[config.mk]
export PLATFORM = sky130hd
export DESIGN_NAME = sgd_x_updated_rd_stream
export DESIGN_NICKNAME = d
export VERILOG_FILES = /design/src/rtl/sgd_x_updated_rd_stream.sv
export SDC_FILE = /design/constraint.sdc
export NUM_CORES = 1
export LEC_CHECK = 0
export BUFFER_PORTS_ARGS = -buffer_cell sky130_fd_sc_hd__buf_2
export CORE_MARGIN = 2
export CORE_UTILIZATION = 47
export DETAILED_ROUTE_END_ITERATION = 10
export GPL_TIMING_DRIVEN = 0
export SYNTH_ARGS = -nofsm -noshare
export SYNTH_HDL_FRONTEND = slang
export SYNTH_SLANG_ARGS = --single-unit
[constraint.sdc]
create_clock -name clk -period 21.7 [get_ports clk]
set_input_delay 2.17 -clock clk [delete_from_list [all_inputs] [get_ports clk]]
set_output_delay 2.17 -clock clk [all_outputs]
set_load 0.02 [all_outputs]
[src/rtl/sgd_x_updated_rd_stream.sv]
// Read-side drain for the x_updated BRAM: sweeps every word once per start pulse and
// streams it out over valid/ready through a credit-managed first-word-fall-through FIFO.
`ifndef NUM_BITS_PER_BANK
`define NUM_BITS_PER_BANK 4
`endif
`ifndef BIT_WIDTH_OF_BANK
`define BIT_WIDTH_OF_BANK 3
`endif
`ifndef ENGINE_NUM_WIDTH
`define ENGINE_NUM_WIDTH 1
`endif
`ifndef DIS_X_BIT_DEPTH
`define DIS_X_BIT_DEPTH 9
`endif

module sgd_x_updated_rd_stream #(
    parameter int RD_LATENCY = 2,
    parameter int FIFO_DEPTH = 8
) (
    input  logic                              clk,
    input  logic                              rst_n,
    input  logic                              start,
    input  logic [31:0]                       dimension,
    output logic                              x_rd_en,
    output logic [`DIS_X_BIT_DEPTH-1:0]       x_rd_addr,
    input  logic [`NUM_BITS_PER_BANK*32-1:0]  x_rd_data,
    output logic [`NUM_BITS_PER_BANK*32-1:0]  m_data,
    output logic                              m_valid,
    input  logic                              m_ready,
    output logic                              m_last,
    output logic                              busy,
    output logic                              done
);

    localparam int LG = `BIT_WIDTH_OF_BANK + `ENGINE_NUM_WIDTH;
    localparam int DW = `NUM_BITS_PER_BANK * 32;
    localparam int AW = `DIS_X_BIT_DEPTH;
    localparam int PW = $clog2(FIFO_DEPTH);
    localparam int CW = PW + 1;

    typedef enum logic [2:0] {IDLE, LEN, READ, DRAIN, DONE} state_t;

    state_t              state;
    logic [31:0]         dim_reg;
    logic [31:0]         main_counter;
    logic [31:0]         mc_calc;
    logic [AW-1:0]       rd_addr;
    logic [CW-1:0]       credits;
    logic [CW-1:0]       fifo_count;
    logic [RD_LATENCY-1:0] vpipe;
    logic [RD_LATENCY-1:0] lpipe;
    logic [PW-1:0]       wr_ptr;
    logic [PW-1:0]       rd_ptr;
    logic [DW-1:0]       mem [FIFO_DEPTH];
    logic [FIFO_DEPTH-1:0] last_mem;
    logic                issue;
    logic                issue_last;
    logic                hs;
    logic                fifo_wr;

    // Word count rounds the dimension up to whole groups of G elements.
    assign mc_calc    = (dim_reg >> LG) + {31'd0, |dim_reg[LG-1:0]};
    assign issue      = (state == READ) && (credits < CW'(FIFO_DEPTH));
    assign issue_last = ({{(32-AW){1'b0}}, rd_addr} == main_counter - 32'd1);
    assign x_rd_en    = issue;
    assign x_rd_addr  = rd_addr;
    assign fifo_wr    = vpipe[RD_LATENCY-1];
    assign m_valid    = (fifo_count != '0);
    assign m_data     = m_valid ? mem[rd_ptr] : '0;
    assign m_last     = m_valid & last_mem[rd_ptr];
    assign hs         = m_valid & m_ready;

    always_ff @(posedge clk or negedge rst_n) begin
        if (!rst_n) begin
            state        <= IDLE;
            busy         <= 1'b0;
            done         <= 1'b0;
            dim_reg      <= '0;
            main_counter <= '0;
            rd_addr      <= '0;
        end else begin
            case (state)
                IDLE: begin
                    done <= 1'b0;
                    if (start) begin
                        dim_reg <= dimension;
                        rd_addr <= '0;
                        busy    <= 1'b1;
                        state   <= LEN;
                    end
                end
                LEN: begin
                    main_counter <= mc_calc;
                    if (mc_calc != 32'd0) begin
                        state <= READ;
                    end else begin
                        state <= DONE;
                        done  <= 1'b1;
                    end
                end
                READ: begin
                    if (issue) begin
                        rd_addr <= rd_addr + 1'b1;
                        if (issue_last) state <= DRAIN;
                    end
                end
                DRAIN: begin
                    if (hs && m_last) begin
                        state <= DONE;
                        done  <= 1'b1;
                    end
                end
                DONE: begin
                    done  <= 1'b0;
                    busy  <= 1'b0;
                    state <= IDLE;
                end
                default: state <= IDLE;
            endcase
        end
    end

    // Credits cover both in-flight reads and buffered words, so the FIFO can never overflow.
    always_ff @(posedge clk or negedge rst_n) begin
        if (!rst_n) begin
            vpipe      <= '0;
            lpipe      <= '0;
            credits    <= '0;
            fifo_count <= '0;
            wr_ptr     <= '0;
            rd_ptr     <= '0;
        end else begin
            vpipe[0] <= issue;
            lpipe[0] <= issue & issue_last;
            for (int i = 1; i < RD_LATENCY; i++) begin
                vpipe[i] <= vpipe[i-1];
                lpipe[i] <= lpipe[i-1];
            end
            credits    <= credits + CW'(issue) - CW'(hs);
            fifo_count <= fifo_count + CW'(fifo_wr) - CW'(hs);
            if (fifo_wr) wr_ptr <= wr_ptr + 1'b1;
            if (hs)      rd_ptr <= rd_ptr + 1'b1;
        end
    end

    always_ff @(posedge clk) begin
        if (fifo_wr) begin
            mem[wr_ptr]      <= x_rd_data;
            last_mem[wr_ptr] <= lpipe[RD_LATENCY-1];
        end
    end

endmodule
Word-level counts from Yosys, hierarchy flattened
Memories as Yosys holds them, arrays and structs flattened. Cells that the tools add are included.

Flip-flop bits (word level): 104. RAM bits: 1024. Output and inout bits: 142. Logic and storage cells: 78. Memories kept: 1.

Memories: mem (depth 8, width 128, rd ports 1, clocked after memory_dff 0, write ports 1, line 54) `logic [DW-1:0] mem [FIFO_DEPTH];`.

Add/sub/neg operators: 9. $lt $le $gt $ge: 4. Eq/ne operators: 10. Muxes and demuxes: 22. Bitwise logic cells: 3. Reduce and logical (&&, ||, !) cells: 16.

Operators with widths (number): 128-bit two-way mux (1); 9-bit by 32-bit == test with 1-bit output (1); 32-bit nonzero test (1); 32-bit by 1-bit subtractor with 32-bit output (second input constant) (1); 28-bit by 1-bit adder with 29-bit output (1); 9-bit two-way mux (2); 9-bit one-hot mux with 2 select lines (1); 3-bit two-way mux (5); 3-bit one-hot mux with 4 select lines (1); 2-bit != test (second input constant) (5); 9-bit by 1-bit adder with 9-bit output (second input constant) (1); 4-bit by 1-bit adder with 4-bit output (2); 8-bit bitwise mux (1); 3-bit by 4-bit less-than comparator with 1-bit output (second input constant) (2); 4-bit by 1-bit subtractor with 4-bit output (2); 1-bit two-way mux (7); 3-bit by 1-bit adder with 3-bit output (second input constant) (2); 3-bit by 2-bit == test with 1-bit output (second input constant) (2); 3-bit AND reduction (2); 4-bit less-than comparator (second input constant) (1); 2-bit AND reduction (2); 4-bit AND reduction (1); 2-bit nonzero test (2); 4-bit nonzero test (1); 13 further kinds (17).

Logic depth before layout (Yosys ltp)
Gate-level depths: netlist of run 1.

Word-level depth: 6. Gate-level depth with buffers: 13. Depth with buffers taken out: 12.

Least setup slack after synthesis of run 1
Ideal clock, no wire load.

Path kind: reg2reg. Start: register, netlist name wr_ptr[2]. End: register last_mem[0], enable pin. Arrival: 9280 ps. Setup slack: 11645 ps. Stages on the path, launching flop included: 3. Path buffers: 0. Cells stage by stage: dfrtp_1 > nand2b_1 > nor3_1.

RTL lines: end signal: indexed assignment (line 149) `last_mem[wr_ptr] <= lpipe[RD_LATENCY-1];`; end: declaration (line 55) `logic [FIFO_DEPTH-1:0] last_mem;`.

Final worst setup path of run 1
Start: register rd_ptr[0]. End: output port m_data[66].

Longest elaborated chain between the ends: 2.

RTL lines: start: declaration (line 53) `logic [PW-1:0] rd_ptr;`; start signal: assignment (line 142) `if (hs) rd_ptr <= rd_ptr + 1'b1;`; memory 8 x 128 bit; 128-bit two-way mux (line 69) `assign m_data = m_valid ? mem[rd_ptr] : '0;`; end: declaration (line 27) `` output logic [`NUM_BITS_PER_BANK*32-1:0] m_data, ``.

No other way between the ends.

==> summary by stage, run 1 <==
CTS
The clock transition at the registers of the reported paths is 0.06 ns. In this run the post-CTS setup repair buffer count came out at 0. The tree is rooted in a sky130_fd_sc_hd__clkbuf_16. The sink count of the clock tree is between 1,000 and 1,500. The number of hold-repair buffers added at the cts stage is 0. The number of gates resized after CTS was 0. TritonCTS built the clock tree.

Clock latency on the worst-skew pair, taken at its later pin, is roughly 0.68 ns. The total CTS buffers is ~110. The number of levels the H-tree was split into is 3. The clock passes through at most 3 buffers.

Critical path
The startpoint-to-endpoint class of the critical path is reg2out. For the worst setup path, the data required time is 19.53 ns. The critical path launch point is rd_ptr[0]. The number of buffers and inverters on the critical path is 4.

The cell that appears most often on the critical path is sky130_fd_sc_hd__clkbuf_1. STA classifies the critical path endpoint as an output pin. For this run, the slowest stage of the critical path takes approximately 1.0 ns.

In this run the critical register-to-register path is launched from dim_reg[1]. The worst setup path is launched from a flop. The kind of cell adding the most delay to the critical path is buffers and inverters. Among all stages on the critical path, the largest delay is contributed by sky130_fd_sc_hd__clkbuf_1.

The maximum fanout count along the critical path is 10. Traced cell by cell, the critical path runs through clkbuf_1 -> clkbuf_1 -> buf_1 -> mux4_2 -> mux2i_1 -> nor2_1 -> buf_2. The arrival time of the worst setup path is roughly 4.5 ns.

GRT
The first global-routing pass estimated approximately 150 mm of wire. The number of global-route vias before repair is approximately 24,000. The largest net degree at the start of global routing is 67. The overall routing resource usage is 0.212. For this run the aggregate overflow at the end of global routing stands at 0. The initial antenna violation count came to 37.

Finish
From synthesis to final layout, the design area changed by 17.5%. Of the cells placed in the final design, the portion with a size suffix greater than 1 is 0.301. For this run, the number of standard cells in the final layout without fillers is 4,031.

Measured on the finished design, the core utilization comes to 0.557. The number of filler cells placed in the layout is ~7,000. The area taken by flip-flops and latches is around 0.033 mm². Summing all non-filler instances in the final layout gives an area of 0.0519 mm². The top cell types in the final layout, fill and taps aside, are sky130_fd_sc_hd__edfxtp_1, sky130_fd_sc_hd__buf_2, sky130_fd_sc_hd__mux4_2. The most common library cell in the layout ignoring fill and taps is sky130_fd_sc_hd__edfxtp_1. The final net count is about 2,900. The register with the most flip-flops in the layout has 1,024 of them.

In the final layout, the multi-input gates occupy between 0.01 and 0.015 mm².

Drt
The detailed-routing iteration count for the pre-antenna-repair pass is 5. The routed layout has 22,500 vias. In the final routed layout, each cell accounts on average for around 25 µm.

In the routed design, unresolved DRC markers number 0. Summed over all layers, the routed wires come to just over 100 mm. The via-per-instance ratio is around 5.6. In this run, the number of DRC markers left after iteration 0 of detailed routing was ~1,700.

The antenna violation net count after detailed routing is 0.

Place
The cell total after placement is ~3,800. The count of buffers inserted at the top-level ports is about 310. The instance area at placement is a little under 0.05 mm². OpenSTA, run right after detailed placement, puts the worst setup slack at between 15 and 20 ns. The congestion estimate from routability-driven global placement came to 0.810.

The half-perimeter wire length after placement is about 67 mm.

Timing
The hold violation total from the final report was 0. For the final database, setup skew stands at between 0.015 and 0.02 ns. The relative max-transition margin is 0.102. The worst setup margin is roughly 15 ns. Setup repair after global routing left no endpoint under its margin. The number of pins with negative max-slew slack in the final report came to 0. In the finished design, the share of the clock period the worst path needs comes to 0.309.

Setup violations remaining at the end of the flow were counted as 0. The worst-case hold slack is 0.353 ns. The fmax is between 0.1 and 0.15 GHz. The slew at the pin closest to its max-slew limit is roughly 1.3 ns.

The smallest clock period supported by the final layout is computed as approximately 6.7 ns. The total negative setup slack is 0 ns.

Die
The die footprint is 0.0965 mm². The die is ~310 µm tall. The total number of placement rows is 112. The starting density of the core is 0.474. The width of the die is roughly 310 µm. The area of the core is between 0.09 and 0.1 mm². roughly 310 I/O pins were placed.

Logic synthesis
Yosys attributes the largest share of cell area to sky130_fd_sc_hd__edfxtp_1, sky130_fd_sc_hd__mux4_2, sky130_fd_sc_hd__dfrtp_1. For this run, asynchronously set or reset flops after synthesis account for 0.0827. The total nets after synthesis is between 2,000 and 2,500.

The average instance area after synthesis is about 20 µm². The post-synthesis cell type count is 60. The share of the synthesized area in the top cell type is 0.701. The flop and latch count out of synthesis is ~1,100. The largest total area in the synthesized netlist belongs to sky130_fd_sc_hd__edfxtp_1. For this run, the leading register cell type out of synthesis is sky130_fd_sc_hd__edfxtp_1.

Yosys printed 0 warnings. In the synthesized netlist, the number of instances is between 2,000 and 2,500. In this run, synthesis inferred 1,032 flip-flops with an integrated enable. The cell area after synthesis is ~0.044 mm². Of the synthesized area, sequential elements account for 0.754.

Pwr
The power consumption is between 6 and 7 mW. The leakage power is roughly 18 nW. The power density over cell area is 135 mW/mm². The peak ir drop on the vdd network is 70.0 µV.

Status
The flow ran to the end, and the final reports show no timing, DRC or antenna violations.

Job
Across the run, the number of max-cap violations was 0.

Worst hold path
The startpoint of the worst hold path is vpipe[0]. The worst hold path class is reg2reg.
## area by class of cell
cell class / count / area share
diodes: 13 / 0.000627
flip-flops and latches: 1125 / 0.642
inverters: 26 / 0.00188
plain buffers: 116 / 0.00890
well taps: 1254 / 0.0302
clock inverters: 42 / 0.00501
repair buffers: 377 / 0.0526
multi-input cells: 921 / 0.200
clock buffers: 157 / 0.0591
## per-layer routing
layer | global-route usage | vias up | wire [µm]
li1 | - | 9836 | -
met1 | 0.277 | 11800 | 41900
met2 | 0.356 | 617 | 51300
met3 | 0.0462 | 177 | 6480
met4 | 0.0658 | 36 | 2350
met5 | 0 | - | 209
## cells in the mapped netlist, drive strengths merged, types with 3 or more instances
cell and number:
mux2 32, dfrtp 93, buf 46, nand2 60, nand3b 3, and4 4, or3 6, o31ai 5
edfxtp 1032, inv 26, clkbuf 70, nand3 21, mux4 258, ha 15, mux2i 135, o21ai 44
xor2 19, nor3 17, nor2 174, or4 7, nand4b 3, nor4 10, nand4 14, xnor2 34
a31oi 4, nand2b 5, and3 11, a21oi 13
## cell families (layout without fill, tap and decap cells)
group | Yosys count | after routing | share of synthesized area
flip-flops | 1125 | 1125 | 0.754
AO/OA/AOI/OAI | 82 | 82 | 0.0110
XOR/XNOR | 53 | 53 | 0.0105
multiplexers | 425 | 425 | 0.170
other | 0 | 13 | 0
buffers and inverters | 142 | 718 | 0.0126
adder cells (fa/ha/maj) | 17 | 17 | 0.00515
AND/OR/NAND/NOR | 344 | 344 | 0.0365
## worst paths after layout
check / slack [ns] / to / cells after the start
setup / recovery: 15.00 / m_data[66] / 7
hold / removal: 0.35 / vpipe[1] / 0
setup reg to reg: 18.42 / state[2] / 12
hold reg to reg: 0.35 / vpipe[1] / 0
max in group asynchronous: 19.63 / rd_ptr[2] / 2
min in group asynchronous: 1.41 / dim_reg[1] / 1
## where the power goes
part / switching (mW) / internal, mW
Clock: 0.778 / 0.992
Combinational: 1.48 / 0.998
Sequential: 0.109 / 2.63
Note: power is estimated with default switching activity, not from simulation.
==> run 2, diff against run 1 <==
Settings changed: PLACE_DENSITY set to 0.67.
Clock period 21.7 ns to 5.68 ns, I/O delays scaled along.
==> summary by stage, run 2 (synthesis gave the netlist of run 1 again) <==
Status
The flow ran to the end, and the final reports show no timing, DRC or antenna violations.

Critical path
Walking the worst path, the cells encountered are clkbuf_1 -> clkbuf_1 -> buf_1 -> mux4_2 -> mux2i_1 -> nor2_1 -> buf_2. The library cell contributing the largest single delay on the critical path is sky130_fd_sc_hd__buf_1. The largest stage delay on the critical path came to 0.86 ns (-0.15 ns).

The number of buffers and inverters on the critical path is 4 (unchanged). In this run the critical register-to-register path is captured at done. The startpoint-to-endpoint class of the critical path is reg2out.

The endpoint class of the critical path is an output pin. The slack of the worst reg-to-reg path is 2.40 ns (-16.02 ns). The logic depth of the worst register-to-register path is 12 (unchanged).

The worst endpoint required time is 5.11 ns (-14.42 ns). The most frequent cell on the critical path is sky130_fd_sc_hd__clkbuf_1. The critical register-to-register path startpoint is dim_reg[1].

The arrival time of the worst setup path is 4.29 ns (-0.24 ns). The maximum fanout count along the critical path was 10 (unchanged). STA classifies the critical path startpoint as a flop. The kind of cell adding the most delay to the critical path is buffers and inverters.

Die
The total number of placement rows was 112 (unchanged). The starting density of the core is 0.474 (unchanged). The area of the core came to 0.0932 mm² (unchanged). The height of the die is 311 µm (unchanged). The die footprint came to 0.0965 mm² (unchanged).

The width of the die is 311 µm (unchanged). The number of I/O pins is 306 (unchanged).

Drt
The routed length per placed instance is 25.0 µm (-1.3%). The detailed-routing iteration count for the pre-antenna-repair pass is 6 (+1). The via total after detailed routing is 22,500 (+0.21%). The via-per-instance ratio is 5.59 (+0.16%). The remaining design rule violation count is 0 (unchanged). The antenna violation net count after detailed routing was 0 (unchanged).

The DRC marker count from the first detailed-route iteration is 1,841 (+9.2%). The final wirelength is 101 mm (-1.3%).

GRT
The largest net degree at the start of global routing is 68 (+1.5%). The total congestion overflow after global routing is 0 (unchanged). The initial antenna violation count came to 26 (-30%). The number of global-route vias before repair is 24,000 (+1.0%). The overall routing resource usage came to 0.210 (-0.00173). The wire length of the first global-routing pass is 152 mm (+0.26%).

Job
The max-cap check violation count is 0 (unchanged).

Timing
For this run, the top clock speed supported by timing is 0.206 GHz. The hold violation total from the final report was 0 (unchanged). The total negative setup slack came to 0 ns (unchanged). The worst setup margin is 0.821 ns (-14.18 ns). The relative max-transition margin is 0.0847 (-0.0169).

The number of pins with negative max-slew slack in the final report is 0 (unchanged). The setup clock skew after layout came to 0.0238 ns (+0.00597 ns). Dividing the final minimum period by the clock period gives 0.855. Setup repair after global routing left no endpoint under its margin. The final-report setup violation count is 0 (unchanged). The slew at the pin closest to its max-slew limit is 1.37 ns (+0.0253 ns).

Counting I/O delays and the setup requirement, the final critical path takes 4.86 ns.

CTS
The number of hold-repair buffers added at the cts stage is 1 (+1). The clock latency on the worst-skew pair is 0.69 ns (about the same). The clock transition at the registers of the reported paths is 0.06 ns (about the same). The post-CTS setup-driven buffer insertion count was 0 (unchanged). The sink count of the clock tree was 1,125 (unchanged).

The number of levels the H-tree was split into is 3 (unchanged). The cell sitting at the root of the clock tree is a sky130_fd_sc_hd__clkbuf_16. The clock tree buffer depth came to 3 (unchanged). The total of cells resized after clock tree synthesis is 0 (unchanged). The TritonCTS clock tree is yes. The total CTS buffers is 112 (unchanged).

Place
The half-perimeter wire length after placement came to 66.1 mm (-1.6%). The final weighted congestion of routability-driven global placement is 0.841 (+3.9%). The cell total after placement is 3,806 (-0.34%).

The setup slack after placement was 1.10 ns (-14.48 ns). The count of buffers inserted at the top-level ports is 305 (unchanged).

Pwr
The internal power summed over all cells is 18.3 mW (+300%). The power consumption is 27.4 mW (+290%). The part of the power in the clock network is 0.274 (+0.021). The power density over cell area is 523 mW/mm² (+290%). The peak ir drop on the vdd network came to 311 µV (+340%). The leakage power is 18.0 nW (+1.4%). The net load switching power is 9.14 mW (+290%). The combinational fraction of design power came to 0.345 (-0.010). The switching power as a share of total power was 0.333 (-0.00606). The sequential fraction of design power was 0.381 (-0.011).

Worst hold path
The worst hold path class is in2reg. The cell depth of the worst min-delay path is 3 (+3). The worst hold path terminates at dim_reg[30]. The startpoint of the worst hold path is dimension[30].

Finish
The library cell used most frequently in the layout, excluding fill and tap cells, is sky130_fd_sc_hd__edfxtp_1. The area used by multi-input combinational logic was 0.0104 mm² (+0.12%). In the layout the commonest cells are sky130_fd_sc_hd__edfxtp_1, sky130_fd_sc_hd__buf_2, sky130_fd_sc_hd__mux4_2. The layout overhead on the synthesized area is 18.8%. The final net count came to 2,848 (-0.42%). The fraction of final layout cells with drive strength greater than 1 is 0.308 (+0.00737).

The number of non-filler instances in the completed layout was 4,033 (+0.050%). The flip-flop count of the largest register, all copies and words added came to 1,024 (unchanged). The area taken by flip-flops and latches was 0.0333 mm² (unchanged). The post-layout utilization of the core is 0.563 (+0.00642). The number of filler cells placed in the layout was 6,984 (-2.3%).
## run 2: cell types whose count changed in the layout (fill, tap and decap cells not counted), sizes merged
| cell | before | now |
|---|---|---|
| clkbuf | 227 | 212 |
| bufinv | 1 | 14 |
| dlygate4sd3 | 0 | 1 |
| clkinvlp | 1 | 5 |
| buf | 423 | 410 |
| clkinv | 36 | 48 |
## run 2: routing by layer
| layer | vias to the layer above | GRT usage | share of wire |
|---|---|---|---|
| li1 | 9838 | - | - |
| met2 | 692 | 0.364 | 0.52 |
| met5 | - | 0 | 0.0011 |
| met1 | 11800 | 0.268 | 0.40 |
| met4 | 18 | 0.0563 | 0.017 |
| met3 | 143 | 0.0457 | 0.066 |
## run 2: worst max-delay path by stage
stage,cells past startpoint,endpoint,from,slack [ns]
3_5_place_dp,7,m_data[37],rd_ptr[0],1.10
5_1_grt,7,m_data[126],rd_ptr[0],0.51
4_1_cts,7,m_data[37],rd_ptr[0],0.37
2_1_floorplan,2,last_mem[2],wr_ptr[0],-0.92
6_report,7,m_data[126],rd_ptr[0],0.82
3_3_place_gp,2,mem[6][42],wr_ptr[0],-6.95
## run 2: tightest hold or removal path: stages
cell and delay, ns:
sky130_fd_sc_hd__buf_2 0.08, sky130_fd_sc_hd__nand2_1 0.03, sky130_fd_sc_hd__o21ai_0 0.05
## run 2: per-stage QoR
| step | cell area, µm² | hold WS, ns |
|---|---|---|
| floorplan | 44200 | 0.272 |
| global placement | 47300 | 0.339 |
| detailed placement | 48700 | 0.357 |
| CTS | 52500 | 0.0546 |
| global route | 52500 | 0.0849 |
| finish | 52500 | 0.0924 |
## run 2: area by class of cell
type / instances / area share
tap: 1254 / 0.0299
sequential: 1125 / 0.635
timing repair buffer: 365 / 0.0542
inverter: 26 / 0.00186
antenna: 13 / 0.000620
multi-input combinational: 921 / 0.198
buffer: 116 / 0.00882
clock inverter: 71 / 0.0145
clock buffer: 142 / 0.0577
## run 2: power groups by stage
stage	registers, mW	logic (mW)	clock network [mW]
after floorplan	10.6	6.26	0
after global placement	10.9	9.21	0
after detailed placement	10.6	9.65	0
after CTS	10.5	9.68	7.66
after global routing	10.6	10.2	7.98
final	10.5	9.46	7.52
